--- src/rtl/seg7_pkg.sv ---
`default_nettype none
// ============================================================================
// seg7_pkg : segment encoding table and blanking constants for the scan driver
// Rev 1.0
// ============================================================================
package seg7_pkg;

  localparam logic [7:0] ANODE_OFF = 8'hFF;
  localparam logic [6:0] SEG_OFF   = 7'h7F;

  // Entry n is the active-low g..a pattern for hex digit n (entry 0 is rightmost).
  localparam logic [15:0][6:0] SEG7_TABLE = {
    7'b0001110, 7'b0000110, 7'b0100001, 7'b1000110,
    7'b0000011, 7'b0001000, 7'b0010000, 7'b0000000,
    7'b1111000, 7'b0000010, 7'b0010010, 7'b0011001,
    7'b0110000, 7'b0100100, 7'b1111001, 7'b1000000
  };

  function automatic logic [6:0] seg7_enc(input logic [3:0] nibble);
    return SEG7_TABLE[nibble];
  endfunction

endpackage
`default_nettype wire

--- src/rtl/seg7_prescaler.sv ---
`default_nettype none
// ============================================================================
// seg7_prescaler : slot timer (pre) and digit index (idx) with slot/frame strobes
// Rev 1.0
// ============================================================================
module seg7_prescaler
  import seg7_pkg::*;
#(
  parameter int REFRESH_DIV = 100000,
  parameter int PRE_W       = $clog2(REFRESH_DIV)
) (
  input  logic             clk,
  input  logic             rst,
  output logic [PRE_W-1:0] pre,
  output logic [2:0]       idx,
  output logic             slot_end,
  output logic             frame_end
);

  localparam logic [PRE_W-1:0] c_PRE_LAST = PRE_W'(REFRESH_DIV - 1);

  logic [PRE_W-1:0] r_pre;
  logic [2:0]       r_idx;

  always_ff @(posedge clk or posedge rst) begin
    if (rst) begin
      r_pre <= '0;
      r_idx <= '0;
    end else if (slot_end) begin
      r_pre <= '0;
      r_idx <= r_idx + 3'd1;
    end else begin
      r_pre <= r_pre + PRE_W'(1);
    end
  end

  assign slot_end  = (r_pre == c_PRE_LAST);
  assign frame_end = slot_end && (r_idx == 3'd7);
  assign pre       = r_pre;
  assign idx       = r_idx;

endmodule
`default_nettype wire

--- src/rtl/seg7_scan_driver.sv ---
`default_nettype none
// ============================================================================
// seg7_scan_driver : 8-digit common-anode 7-segment scanner with frame-synchronous
//                    value update, leading-zero suppression and ghost blanking
// Rev 1.0
// ============================================================================
module seg7_scan_driver
  import seg7_pkg::*;
#(
  parameter int REFRESH_DIV  = 100000,
  parameter int BLANK_CYCLES = 1000
) (
  input  logic        CLK100MHZ,
  input  logic        CPU_RESET,
  input  logic [31:0] value,
  input  logic        value_valid,
  input  logic [7:0]  dp_mask,
  input  logic        lz_en,
  output logic [7:0]  anode,
  output logic [6:0]  cathode,
  output logic        dp,
  output logic        frame_done
);

  localparam int               PRE_W   = $clog2(REFRESH_DIV);
  localparam logic [PRE_W-1:0] c_BLANK = PRE_W'(BLANK_CYCLES);

  logic [PRE_W-1:0] w_pre;
  logic [2:0]       w_idx;
  logic             w_slot_end;
  logic             w_frame_end;
  logic             w_unused_slot_end;

  seg7_prescaler #(
    .REFRESH_DIV (REFRESH_DIV),
    .PRE_W       (PRE_W)
  ) u_prescaler (
    .clk       (CLK100MHZ),
    .rst       (CPU_RESET),
    .pre       (w_pre),
    .idx       (w_idx),
    .slot_end  (w_slot_end),
    .frame_end (w_frame_end)
  );

  assign w_unused_slot_end = w_slot_end;

  logic [31:0] r_cap_val,  r_disp_val;
  logic [7:0]  r_cap_dp,   r_disp_dp;
  logic        r_cap_lz,   r_disp_lz;

  // disp reads the pre-edge cap, so a strobe on the boundary cycle waits one frame.
  always_ff @(posedge CLK100MHZ or posedge CPU_RESET) begin
    if (CPU_RESET) begin
      r_cap_val  <= '0;
      r_cap_dp   <= '0;
      r_cap_lz   <= 1'b0;
      r_disp_val <= '0;
      r_disp_dp  <= '0;
      r_disp_lz  <= 1'b0;
    end else begin
      if (value_valid) begin
        r_cap_val <= value;
        r_cap_dp  <= dp_mask;
        r_cap_lz  <= lz_en;
      end
      if (w_frame_end) begin
        r_disp_val <= r_cap_val;
        r_disp_dp  <= r_cap_dp;
        r_disp_lz  <= r_cap_lz;
      end
    end
  end

  // Bit k set when nibbles k..7 of the displayed value are all zero.
  logic [7:0] w_upper_zero;
  for (genvar k = 0; k < 8; k++) begin : g_upper_zero
    assign w_upper_zero[k] = (r_disp_val[31:4*k] == '0);
  end

  logic [3:0] w_nibble;
  logic       w_digit_blank;
  logic       w_lit;

  assign w_nibble      = r_disp_val[{w_idx, 2'b00} +: 4];
  assign w_digit_blank = r_disp_lz && (w_idx != 3'd0) && w_upper_zero[w_idx];
  assign w_lit         = (w_pre >= c_BLANK);

  logic [7:0] r_anode;
  logic [6:0] r_cathode;
  logic       r_dp;
  logic       r_frame_done;

  always_ff @(posedge CLK100MHZ or posedge CPU_RESET) begin
    if (CPU_RESET) begin
      r_anode      <= ANODE_OFF;
      r_cathode    <= SEG_OFF;
      r_dp         <= 1'b1;
      r_frame_done <= 1'b0;
    end else begin
      r_frame_done <= w_frame_end;
      if (!w_lit) begin
        r_anode   <= ANODE_OFF;
        r_cathode <= SEG_OFF;
        r_dp      <= 1'b1;
      end else begin
        r_anode <= ~(8'd1 << w_idx);
        if (w_digit_blank) begin
          r_cathode <= SEG_OFF;
          r_dp      <= 1'b1;
        end else begin
          r_cathode <= seg7_enc(w_nibble);
          r_dp      <= ~r_disp_dp[w_idx];
        end
      end
    end
  end

  assign anode      = r_anode;
  assign cathode    = r_cathode;
  assign dp         = r_dp;
  assign frame_done = r_frame_done;

endmodule
`default_nettype wire

--- config.mk ---
export PLATFORM = sky130hd
export DESIGN_NAME = seg7_scan_driver
export DESIGN_NICKNAME = d
export VERILOG_FILES = /design/src/rtl/seg7_pkg.sv /design/src/rtl/seg7_prescaler.sv /design/src/rtl/seg7_scan_driver.sv
export SDC_FILE = /design/constraint.sdc
export NUM_CORES = 1
export LEC_CHECK = 0
export BUFFER_PORTS_ARGS = -buffer_cell sky130_fd_sc_hd__buf_2
export CAP_MARGIN = 20
export CORE_ASPECT_RATIO = 1.4
export CORE_MARGIN = 4
export CORE_UTILIZATION = 52
export DETAILED_ROUTE_END_ITERATION = 7
export HOLD_SLACK_MARGIN = 0.1
export PLACE_DENSITY = 0.75
export SLEW_MARGIN = 40
export SYNTH_ARGS = -nofsm -noshare
export SYNTH_HDL_FRONTEND = slang
export SYNTH_HIERARCHICAL = 1
export SYNTH_SLANG_ARGS = --single-unit
--- constraint.sdc ---
create_clock -name CLK100MHZ -period 2.9 [get_ports CLK100MHZ]
set_input_delay 0.29 -clock CLK100MHZ [delete_from_list [all_inputs] [get_ports CLK100MHZ]]
set_output_delay 0.29 -clock CLK100MHZ [all_outputs]
set_load 0.02 [all_outputs]
==> flow_summary_export.csv <==
group,metric,value,unit
place,hpwl,6.98,mm
floorplan,io_pins,61,
worst_setup_path,worst_ep_arrival_time,2670,ps
hold_path,hold_depth,2,
synthesis,synth_ff_type,"dfrtp_1",
grt,grt.overflow.total,0,
cells_and_area,design_area,6680,um2
pwr,total_leakage_power,3.07,nW
clocking,htreeDepth,4,
sta,drv_slew,0,
grt,grt_pass1_vias,3681,
sta,slew_headroom,0.549,
cells_and_area,n_fill_cell,681,
clocking,clk_path_buf_depth,2,
floorplan,core-area,9950,um2
synthesis,yosys_warnings,6,
floorplan,start_util,0.532,
synthesis,synth_area,5300,um2
worst_setup_path,r2r-start,"u_prescaler/idx[1]$_DFFE_PP0N_",
grt,antenna_found_initial,0,
cells_and_area,layout_common_cells,"103 x dfrtp_1, 85 x mux2_2, 59 x buf_2",
clocking,cts_sinks,119,
flow_run,maxCapViolCount,0,
grt,grt_usage,0.200,
worst_setup_path,worstPathRequired,3190,ps
route,wl,10.7,mm
synthesis,ys_ff_latch,119,
hold_path,hp-class,"in -> reg",
pwr,powerDensity,648,nW/um2
synthesis,async_flop_share,1.00,
cells_and_area,nets,522,
place,place_area,5700,um2
worst_setup_path,r2r_end,"r_disp_val[12]$_DFFE_PP0P_",
sta,fin_crit_sh,0.819,
synthesis,synthesis.nets,429,
sta,fin_crit,2370,ps
sta,finalClockSkew,10.8,ps
floorplan,dieArea,11900,um2
synthesis,synthCells,376,
sta,setup_viol,0,
sta,max_freq,0.421,GHz
place,gp_congestion,0.827,
route,via_per_inst,5.48,
worst_setup_path,r2r_cells,6,
hold_path,hold_start,"dp_mask[7]",
floorplan,die_w,93.3,um
route,antenna_left,0,
run_status,status,"finished clean",
sta,tightest_slew,677,ps
route,drt-initial-drc-count,192,
pwr,peakVddDrop,393,uV
clocking,clock_latency,420,ps
cells_and_area,n_antenna_cell,0,
cells_and_area,drive_above_1_share,0.461,
synthesis,ys_seq_area_frac,0.566,
clocking,path_clk_slew,60,ps
worst_setup_path,critical_path_class,"reg -> reg",
sta,timing.setup.tns,0,ps
cells_and_area,syn_to_final_growth,26.1,%
place,port_buffers,60,
cells_and_area,layout_commonest_cell,"dfrtp_1",
worst_setup_path,worstPathMaxFanout,30,
clocking,numCtsBuffers,17,
sta,rsz0062_at_grt,"no",
sta,hold_viol_final,0,
synthesis,synth.distinct_cells,52,
worst_setup_path,crit_path_start_kind,"register",
synthesis,synth.avg_cell_area,14.1,um2
worst_setup_path,rrSetupSlack,530,ps
route,routedWlPerCell,17.4,um
grt,grt_pass1_wl,18.4,mm
floorplan,die_h,127,um
route,route.detailed.drc,0,
route,drt-pass1-iter-count,4,
grt,grt_max_degree,79,
worst_setup_path,setup.worst_path.end_class,"register",
synthesis,synth_edf_count,0,
clocking,cts_tree,"yes",
route,vias,3383,
hold_path,holdPathEnd,"r_cap_dp[7]$_DFFE_PP0P_",
floorplan,row_count,43,
clocking,root_buffer,"clkbuf_16",
## sequential cells by signal, indices dropped and copies added (netlist names)
name and count:
cathode 7, r_cap_dp 8, anode 8, r_cap_val 32
r_disp_val 32, u_prescaler/idx 3, frame_done 1, r_disp_lz 1
r_cap_lz 1, dp 1, r_disp_dp 8, u_prescaler/pre 17
## synthesized netlist by cell type, types with 4 or more instances
cell type | number | area share
dfrtp_1 | 103 | 0.49
nor2_1 | 12 | 0.0085
nand2_1 | 20 | 0.014
mux2i_1 | 4 | 0.0076
and4_1 | 4 | 0.0066
nand4_1 | 4 | 0.0047
nand2b_1 | 4 | 0.0047
clkbuf_1 | 10 | 0.0071
o211ai_1 | 4 | 0.0057
xor2_1 | 7 | 0.012
nand3_1 | 11 | 0.010
ha_1 | 9 | 0.021
buf_6 | 4 | 0.0085
a21oi_1 | 5 | 0.0047
inv_1 | 7 | 0.0050
nor4_1 | 8 | 0.0094
mux2_2 | 85 | 0.18
mux4_2 | 8 | 0.034
xnor2_1 | 6 | 0.0099
dfstp_2 | 16 | 0.079
o21ai_0 | 4 | 0.0038
## layer usage
layer | global-route usage | vias to the layer above | wire length [um]
li1 | - | 1550 | -
met2 | 0.340 | 89 | 5810
met5 | 0 | - | 0
met4 | 0.0716 | 0 | 195
met1 | 0.242 | 1728 | 4300
met3 | 0.0565 | 16 | 420
## worst max path at each step
stage / startpoint / endpoint / slack (ps) / cells after the start
floorplan: CPU_RESET / frame_done$_DFF_PP0_ / 50 / 1
global placement: u_prescaler/idx[1]$_DFFE_PP0N_ / cathode[3]$_DFF_PP1_ / 620 / 8
detailed placement: u_prescaler/idx[1]$_DFFE_PP0N_ / cathode[4]$_DFF_PP1_ / 550 / 6
CTS: u_prescaler/idx[1]$_DFFE_PP0N_ / cathode[4]$_DFF_PP1_ / 530 / 8
global route: u_prescaler/idx[1]$_DFFE_PP0N_ / cathode[3]$_DFF_PP1_ / 340 / 8
finish: u_prescaler/idx[1]$_DFFE_PP0N_ / r_disp_val[12]$_DFFE_PP0P_ / 530 / 6
## timing repair
action	in CTS	in global routing
buffers inserted	0	0
hold buffers	29	0
hold endpoints to repair	69	0
resized for setup	0	0
## cell families (layout without fill, tap and decap cells)
kind of cell | count (synthesis) | count (layout) | share of synthesized area
flops | 119 | 119 | 0.566
simple gates | 83 | 83 | 0.0890
compound gates | 22 | 22 | 0.0272
fa+ha+maj | 9 | 9 | 0.0213
buf+inv | 27 | 133 | 0.0286
xor+xnor | 14 | 14 | 0.0246
mux | 102 | 102 | 0.244
## cell type report
class	instances	area [um2]	area share
multi-input combinational	230	2150	0.322
timing repair buffer	93	648	0.0970
tap	135	169	0.0253
inverter	8	32.5	0.00487
sequential	119	3000	0.449
clock inverter	14	246	0.0369
clock buffer	18	439	0.0657
## power breakdown
group | switching [mW] | internal (mW) | leakage, nW
Combinational | 0.0683 | 0.0997 | 1.24
Clock | 0.766 | 1.64 | 0.323
Sequential | 0.0347 | 1.72 | 1.50
## worst max-delay path: stages (launching register included)
cell and delay (ps):
dfrtp_1 670, buf_4 290, ha_1 180, ha_1 140
and2_2 350, buf_12 240, mux2_2 360
## metrics by stage
step | instances | hold slack (ps) | util | setup WS, ps | power [mW]
2_1_floorplan | 376 | 254 | - | 46.1 | 1.86
6_report | 617 | 110 | 0.671 | 526 | 4.33
5_1_grt | 617 | 102 | 0.671 | 336 | 4.46
3_3_place_gp | 556 | 267 | 0.573 | 618 | 1.92
3_5_place_dp | 556 | 274 | 0.573 | 553 | 1.92
4_1_cts | 617 | 100 | 0.671 | 528 | 4.36
(Power assumes the default switching activity.)
